`src/rtl/contador_ud_param_if.sv`:
```
// Control/status bundle for contador_ud_param: count controls in, count/direction/event out.
// WIDTH here must match the WIDTH of the counter it is connected to.
interface contador_ud_param_if #(
   parameter int WIDTH = 4
);
   logic             en;
   logic [1:0]       mode;
   logic             ld;
   logic [WIDTH-1:0] ld_val;
   logic [WIDTH-1:0] saida;
   logic             dir;
   logic             evt;

   modport master (
      output en, mode, ld, ld_val,
      input  saida, dir, evt
   );

   modport slave (
      input  en, mode, ld, ld_val,
      output saida, dir, evt
   );
endinterface

```
`src/rtl/contador_ud_param.sv`:
```
// Parameterised up/down/bounce counter bounded to [MIN,MAX], with clamped load and a
// one-cycle event pulse on every wrap or turn-around. All outputs are registered.
//
// state | meaning
// UP    | counting toward MAX (also the direction after reset and in up-wrap)
// DOWN  | counting toward MIN (down-wrap, or bounce after turning at MAX)
module contador_ud_param #(
   parameter int WIDTH = 4,
   parameter int MIN   = 0,
   parameter int MAX   = 15
) (
   input logic                clk,
   input logic                clr,
   contador_ud_param_if.slave bus
);

   if (!(MIN >= 0 && MIN < MAX && longint'(MAX) <= (longint'(1) << WIDTH) - 1)) begin : g_bad_params
      $error("contador_ud_param: illegal parameters WIDTH=%0d MIN=%0d MAX=%0d", WIDTH, MIN, MAX);
   end

   localparam logic [WIDTH-1:0] MIN_V = WIDTH'(MIN);
   localparam logic [WIDTH-1:0] MAX_V = WIDTH'(MAX);
   localparam logic [WIDTH-1:0] ONE_V = WIDTH'(1);

   localparam logic [1:0] M_UP     = 2'b00;
   localparam logic [1:0] M_DOWN   = 2'b01;
   localparam logic [1:0] M_BOUNCE = 2'b10;

   typedef enum logic {UP = 1'b0, DOWN = 1'b1} dir_t;

   logic [WIDTH-1:0] cnt_q, cnt_n, ld_clamped;
   dir_t             dir_q, dir_n;
   logic             evt_q, evt_n;

   always_comb begin
      ld_clamped = bus.ld_val;
      if (bus.ld_val < MIN_V)
         ld_clamped = MIN_V;
      else if (bus.ld_val > MAX_V)
         ld_clamped = MAX_V;
   end

   // Next-state selection below clr: load, then enabled counting, otherwise hold.
   always_comb begin
      cnt_n = cnt_q;
      dir_n = dir_q;
      evt_n = 1'b0;
      if (bus.ld) begin
         cnt_n = ld_clamped;
      end else if (bus.en) begin
         case (bus.mode)
            M_UP: begin
               dir_n = UP;
               if (cnt_q == MAX_V) begin
                  cnt_n = MIN_V;
                  evt_n = 1'b1;
               end else begin
                  cnt_n = cnt_q + ONE_V;
               end
            end
            M_DOWN: begin
               dir_n = DOWN;
               if (cnt_q == MIN_V) begin
                  cnt_n = MAX_V;
                  evt_n = 1'b1;
               end else begin
                  cnt_n = cnt_q - ONE_V;
               end
            end
            M_BOUNCE: begin
               // Turn-around steps straight off the bound so each bound is held one cycle only.
               if (dir_q == UP) begin
                  if (cnt_q == MAX_V) begin
                     cnt_n = MAX_V - ONE_V;
                     dir_n = DOWN;
                     evt_n = 1'b1;
                  end else begin
                     cnt_n = cnt_q + ONE_V;
                  end
               end else begin
                  if (cnt_q == MIN_V) begin
                     cnt_n = MIN_V + ONE_V;
                     dir_n = UP;
                     evt_n = 1'b1;
                  end else begin
                     cnt_n = cnt_q - ONE_V;
                  end
               end
            end
            default: begin
               cnt_n = cnt_q;
            end
         endcase
      end
   end

   always_ff @(posedge clk) begin
      if (!clr) begin
         cnt_q <= MIN_V;
         dir_q <= UP;
         evt_q <= 1'b0;
      end else begin
         cnt_q <= cnt_n;
         dir_q <= dir_n;
         evt_q <= evt_n;
      end
   end

   assign bus.saida = cnt_q;
   assign bus.dir   = dir_q;
   assign bus.evt   = evt_q;

endmodule

```
`src/flat_wrapper.sv`:
```
// flat-port wrapper written by rule: the top's interface ports become plain ports
module contador_ud_param_flat 
#(
   parameter int WIDTH = 4,
   parameter int MIN   = 0,
   parameter int MAX   = 15
)
  (clk, clr, bus_en, bus_mode, bus_ld, bus_ld_val, bus_saida, bus_dir, bus_evt);
  contador_ud_param_if #(.WIDTH(WIDTH)) bus_i ();
  input logic clk;
  input logic clr;
  input wire logic [$bits(bus_i.en)-1:0] bus_en;
  input wire logic [$bits(bus_i.mode)-1:0] bus_mode;
  input wire logic [$bits(bus_i.ld)-1:0] bus_ld;
  input wire logic [$bits(bus_i.ld_val)-1:0] bus_ld_val;
  output wire logic [$bits(bus_i.saida)-1:0] bus_saida;
  output wire logic [$bits(bus_i.dir)-1:0] bus_dir;
  output wire logic [$bits(bus_i.evt)-1:0] bus_evt;
  assign bus_i.en = bus_en;
  assign bus_i.mode = bus_mode;
  assign bus_i.ld = bus_ld;
  assign bus_i.ld_val = bus_ld_val;
  assign bus_saida = bus_i.saida;
  assign bus_dir = bus_i.dir;
  assign bus_evt = bus_i.evt;
  contador_ud_param #(.WIDTH(WIDTH), .MIN(MIN), .MAX(MAX)) u_core (.clk(clk), .clr(clr), .bus(bus_i));
endmodule
```
`config.mk`:
```
export PLATFORM = sky130hd
export DESIGN_NAME = contador_ud_param_flat
export DESIGN_NICKNAME = d
export VERILOG_FILES = /design/src/rtl/contador_ud_param_if.sv /design/src/rtl/contador_ud_param.sv /design/src/flat_wrapper.sv
export SDC_FILE = /design/constraint.sdc
export NUM_CORES = 1
export LEC_CHECK = 0
export CORE_MARGIN = 5
export CORE_UTILIZATION = 35
export DETAILED_ROUTE_END_ITERATION = 12
export PLACE_DENSITY = 0.71
export SYNTH_ARGS = -nofsm -noshare
export SYNTH_HDL_FRONTEND = slang
export SYNTH_SLANG_ARGS = --single-unit
```
`constraint.sdc`:
```
create_clock -name clk -period 2.14 [get_ports clk]
set_clock_uncertainty 0.05 [all_clocks]
set_input_delay 0.535 -clock clk [delete_from_list [all_inputs] [get_ports clk]]
set_output_delay 0.535 -clock clk [all_outputs]
set_load 0.01 [all_outputs]
```
# [After elaboration in Yosys (flattened, before gate mapping)]
# Cells that the tools add are included.
[totals] reg_bits=6 out_inout_bits=6
[classes] addsub=2 n_reduce_logical=8 bitwise=3 eq_ne=3 n_mux=17 magnitude_cmp=2
[op_table] operator="$mux 4" n=9
[op_table] operator="$pmux 4 s3" n=1
[op_table] operator="$pmux 1 s3" n=2
[op_table] operator="$mux 1" n=5
[op_table] operator="$add 4x1->4 const B" n=1
[op_table] operator="$eq 4x4->1 const B" n=1
[op_table] operator="$gt 4x4->1 const B" n=1
[op_table] operator="$logic_not 4->1" n=1
[op_table] operator="$lt 4x1->1 const B" n=1
[op_table] operator="$reduce_bool 4->1" n=1
[op_table] operator="$sub 4x1->4 const B" n=1
[op_table] operator="$not 1->1" n=3
[op_table] operator="$reduce_and 3->1" n=1
[op_table] operator="$reduce_bool 3->1" n=1
[op_table] operator="$reduce_or 3->1" n=1
[op_table] operator="$eq 2x1->1 const B" n=1
[op_table] operator="$eq 2x2->1 const B" n=1
[op_table] operator="$logic_not 2->1" n=1
[op_table] operator="$reduce_and 2->1" n=1
[op_table] operator="$reduce_bool 2->1" n=1

# [Depth between registers and ports, before layout]
[logic_depth] depth_word=6 ltp_mapped=8 depth_no_buf=7

# [Least setup slack after synthesis]
# Ideal clock, no wire load.
[synth_path] path_kind="register to register" from="reg u_core.cnt_q[0], in the netlist u_core.bus.saida[0]" to="reg u_core.evt_q, in the netlist u_core.bus.evt" t_arrival_ns=1.710 t_required_ns=1.965 path_stages_with_launch=8 path_slack_ns=0.255 period_less_slack_ns=1.885 cell_sequence="dfxtp_1 -> inv_1 -> ha_1 -> nor2b_1 -> and2_1 -> mux2_2 -> a222oi_1 -> nor2_1"
[synth_between] elab_chain_cells=4 elab_cells_between_ends=6
[synth_rtl] item="start, declared" line="contador_ud_param.sv:31" source="logic [WIDTH-1:0] cnt_q, cnt_n, ld_clamped;"
[synth_rtl] item="start signal, assigned" line="contador_ud_param.sv:103" source="cnt_q <= cnt_n;"
[synth_rtl] item="$eq 4x4->1 or $logic_not 4->1 (tied branches)"
[synth_rtl] item="$mux 1, on equally long branches"
[synth_rtl] item="$mux 1" line="contador_ud_param.sv:72" source="if (dir_q == UP) begin"
[synth_rtl] item="$pmux 1 s3 (*)" line="contador_ud_param.sv:51" source="case (bus.mode)"
[synth_rtl] item="end signal, assigned" line="contador_ud_param.sv:105" source="evt_q <= evt_n;"
[synth_rtl] item="end, declared" line="contador_ud_param.sv:33" source="logic evt_q, evt_n;"
# Mark *: on every way between the ends. The rest lies on a longest branch, timed or not.
# A chain may end at the register's enable or synchronous reset.

# [Worst setup path in the final report]
[layout_path] from="in bus_mode[1]" to="reg u_core.cnt_q[1], in the netlist u_core.bus.saida[1]"
[layout_between] elab_chain_cells=4 elab_cells_between_ends=8
[layout_rtl] item="start, declared" line="flat_wrapper.sv:13" source="input wire logic [$bits(bus_i.mode)-1:0] bus_mode;"
[layout_rtl] item="$eq 2x2->1 (tied with other cells)" line="contador_ud_param.sv:51"
[layout_rtl] item="$pmux 4 s3" line="contador_ud_param.sv:51"
[layout_rtl] item="$mux 4" line="contador_ud_param.sv:50" source="end else if (bus.en) begin"
[layout_rtl] item="$mux 4" line="contador_ud_param.sv:48" source="if (bus.ld) begin"
# Parallel ways exist; a longest one is shown, timed or not. The select of a mux whose other input is x is not followed.

==> impl_metrics.py <==
metrics = {
    "timing": {
        "fin_setup_tns_ns": 0,
        "fmax_mhz": 491,
        "finalCriticalPeriod_ns": 2.04,
        "hold_viol_final": 0,
        "maxSlewViolCount": 0,
        "final-setup-viol-count": 0,
        "worst_pin_slew_ns": 0.464,
        "maxSlewHeadroom_pct": 69.0,
        "fin_ws_ns": 0.103,
        "timing.final.crit_share_pct": 95.2,
    },
    "placed_design": {
        "routabilityCongestion": 0.915,
        "dp_hpwl_mm": 1.53,
        "portBuffers": 15,
        "place_ws_ns": -0.262,
    },
    "global_routing": {
        "track_usage_pct": 15.3,
        "grt_pass1_vias": 707,
        "grt_pass1_wl_mm": 3.15,
        "grt_max_degree": 14,
        "antenna_found_initial": 0,
        "grt_overflow": 0,
    },
    "route": {
        "antenna_left": 0,
        "via_per_inst": 5.84,
        "routedWlPerCell_microns": 14.6,
        "drc": 0,
        "drtPass1Iterations": 4,
        "wl_mm": 2.01,
        "drt-initial-drc-count": 56,
        "num_vias": 806,
    },
    "finish": {
        "final_cell_mix": "clkdlybuf4s50_1, buf_4, inv_1, nor2_1, a21oi_1",
        "nNetsFinal": 131,
        "layout-drive-gt1-share_pct": 22.1,
        "antenna_cells": 0,
        "area_growth_pct": 41.6,
        "final_common_cell": "clkdlybuf4s50_1",
        "utilization_pct": 53.1,
    },
    "power": {
        "ir_drop_mv": 0.275,
        "combPwrFrac_pct": 42.0,
        "switching_share_pct": 35.5,
        "p_per_area_nw_per_um2": 454,
        "leakage_nw": 0.385,
        "power.share.clock_pct": 27.0,
        "pwr-share-seq_pct": 31.1,
        "intPower_mw": 0.274,
        "net-switching-power_mw": 0.151,
    },
    "setup_path": {
        "crit_required_ns": 2.23,
        "r2r_cells": 7,
        "rr_startpoint": "u_core.bus.saida[1]",
        "r2r-end": "u_core.bus.evt",
        "cp_data_arrival_time_ns": 2.13,
        "cp-end-kind": "flip-flop",
        "reg2reg_slack_ns": 0.16,
        "critPathMaxFanout": 6,
        "critPathLaunchType": "input pin",
        "critical-path-top-delay-family": "buffers and inverters",
        "crit_type": "in -> reg",
        "crit_slowest_cell": "clkdlybuf4s50_1",
        "crit_chain": "clkdlybuf4s50_1 -> inv_1 -> ha_1 -> buf_4 -> or3_1 -> a21oi_1 -> o32ai_1",
        "cp_slowest_stage_delay_ns": 0.50,
        "crit_buf_inv": 3,
    },
    "logic_synthesis": {
        "yosys_warnings": 0,
        "synth_cell_type_count": 36,
        "synth_nets": 104,
        "synthCells": 88,
        "syn-cell-area_sq_um": 662,
        "synth_edf_count": 0,
        "synth_top_area_cell": "dfxtp_1",
        "synthFlopType": "dfxtp_1",
        "yosysTopAreaCellShare_pct": 18.1,
        "yosysSeqAreaShare_pct": 18.1,
        "async_flop_share_pct": 0,
        "synth_seq_cells": 6,
        "syn_avg_cell_area_sq_um": 7.52,
        "yosys-top-cells-area": "dfxtp_1, ha_1, a21oi_1",
    },
    "job": {
        "cap_violations": 0,
    },
    "clock_network": {
        "postCtsHoldBufs": 0,
        "cts.clk_slew.worst_paths_ns": 0.05,
        "htreeDepth": 1,
        "cts_num_sinks": 6,
        "clk_latency_ns": 0.26,
        "cts_tree": "done",
        "cts_root_buf": "clkbuf_4",
        "cts.path.max_buffers": 2,
        "cts-buffers-inserted": 3,
    },
    "floorplan": {
        "die_x_microns": 53.5,
        "io_pins": 16,
        "row_count": 15,
        "core_sq_um": 1760,
        "initial_core_util_pct": 37.5,
        "die_h_microns": 53.5,
        "die-area_sq_um": 2860,
    },
    "worst_hold_path": {
        "holdPathEnd": "u_core.bus.saida[3]",
        "whs_path_depth": 2,
        "hold_start": "u_core.bus.saida[3]",
        "hold_path_class": "reg -> reg",
    },
    "status": {
        "status": "completed",
    },
}
[per-stage QoR]
stage	hold slack (ns)	instance area, sq um	power (mW)	std cells
final	0.591	937	0.425	138
after CTS	0.590	915	0.421	137
after global routing	0.643	937	0.448	138
after global placement	0.578	892	0.302	134
after floorplan	0.549	662	0.232	88
after detailed placement	0.582	892	0.303	134
[state kept, by name, summed over array words and instances, names as in the netlist]
register          cells
u_core.bus.dir        1
u_core.bus.evt        1
u_core.bus.saida      4
[layer usage]
layer / global-route usage, % / vias to the layer above / share of wire (%) / wire [microns]
li1: - / 383 / - / -
met4: 9.79 / 0 / 2.6 / 52
met5: 0 / - / 0 / 0
met1: 18.2 / 381 / 39 / 790
met3: 3.38 / 5 / 7.9 / 159
met2: 24.5 / 37 / 50 / 1010
[repair_timing]
action,4_1_cts,5_1_grt
endpoints found under the setup margin,0,1
setup buffers,0,1
gates resized for setup,0,3
[worst reg2reg max path: stages (launching register included)]
cell and delay, ns:
dfxtp_1 0.43, inv_1 0.12, ha_1 0.21, nor2b_1 0.15, and2_1 0.24, mux2_2 0.29, a222oi_1 0.28, nor2_1 0.09
[synth_stat cells (2+ instances only)]
| master | number |
|---|---|
| nor2b_1 | 2 |
| o31ai_1 | 4 |
| a31oi_1 | 3 |
| nand3_1 | 3 |
| buf_2 | 3 |
| o221ai_1 | 2 |
| nand2_1 | 6 |
| a21oi_1 | 7 |
| ha_1 | 6 |
| o21ai_0 | 6 |
| dfxtp_1 | 6 |
| nor2_1 | 7 |
| o32ai_1 | 3 |
| inv_2 | 2 |
| inv_1 | 7 |
[worst max-delay path by stage]
stage	slack, ns	end	startpoint	depth (start not counted)
after floorplan	0.26	u_core.bus.evt	u_core.bus.saida[0]	7
after global placement	-0.19	u_core.bus.saida[2]	bus_mode[0]	8
after detailed placement	-0.26	u_core.bus.saida[2]	bus_mode[0]	8
after CTS	0.008	u_core.bus.saida[2]	bus_mode[0]	8
after global routing	-0.008	u_core.bus.evt	u_core.bus.saida[1]	7
final	0.10	u_core.bus.saida[1]	bus_mode[1]	7
[cell families (layout without fill, tap and decap cells)]
group / after synthesis / count (layout) / share of synthesized area, %
AND/OR/NAND/NOR: 27 / 27 / 21.0
flip-flops: 6 / 6 / 18.1
adder cells (fa/ha/maj): 6 / 6 / 11.3
AO/OA/AOI/OAI: 34 / 34 / 37.6
multiplexers: 1 / 1 / 1.70
buffers and inverters: 14 / 39 / 10.2
[cell type report]
cell class              instances  area, sq um
fillers                       181          827
multi-input cells              68          489
repair buffers                 27          240
flip-flops and latches          6          120
inverters                       9         33.8
well taps                      25         31.3
clock buffers                   3         22.5
[power by group through the flow]
stage / Combinational (mW) / Sequential, mW / Clock, mW
after floorplan: 0.0992 / 0.133 / 0
after global placement: 0.168 / 0.134 / 0
after detailed placement: 0.169 / 0.134 / 0
after CTS: 0.170 / 0.132 / 0.119
after global routing: 0.194 / 0.134 / 0.120
final: 0.179 / 0.132 / 0.115
Note: power is estimated with default switching activity, not from simulation.
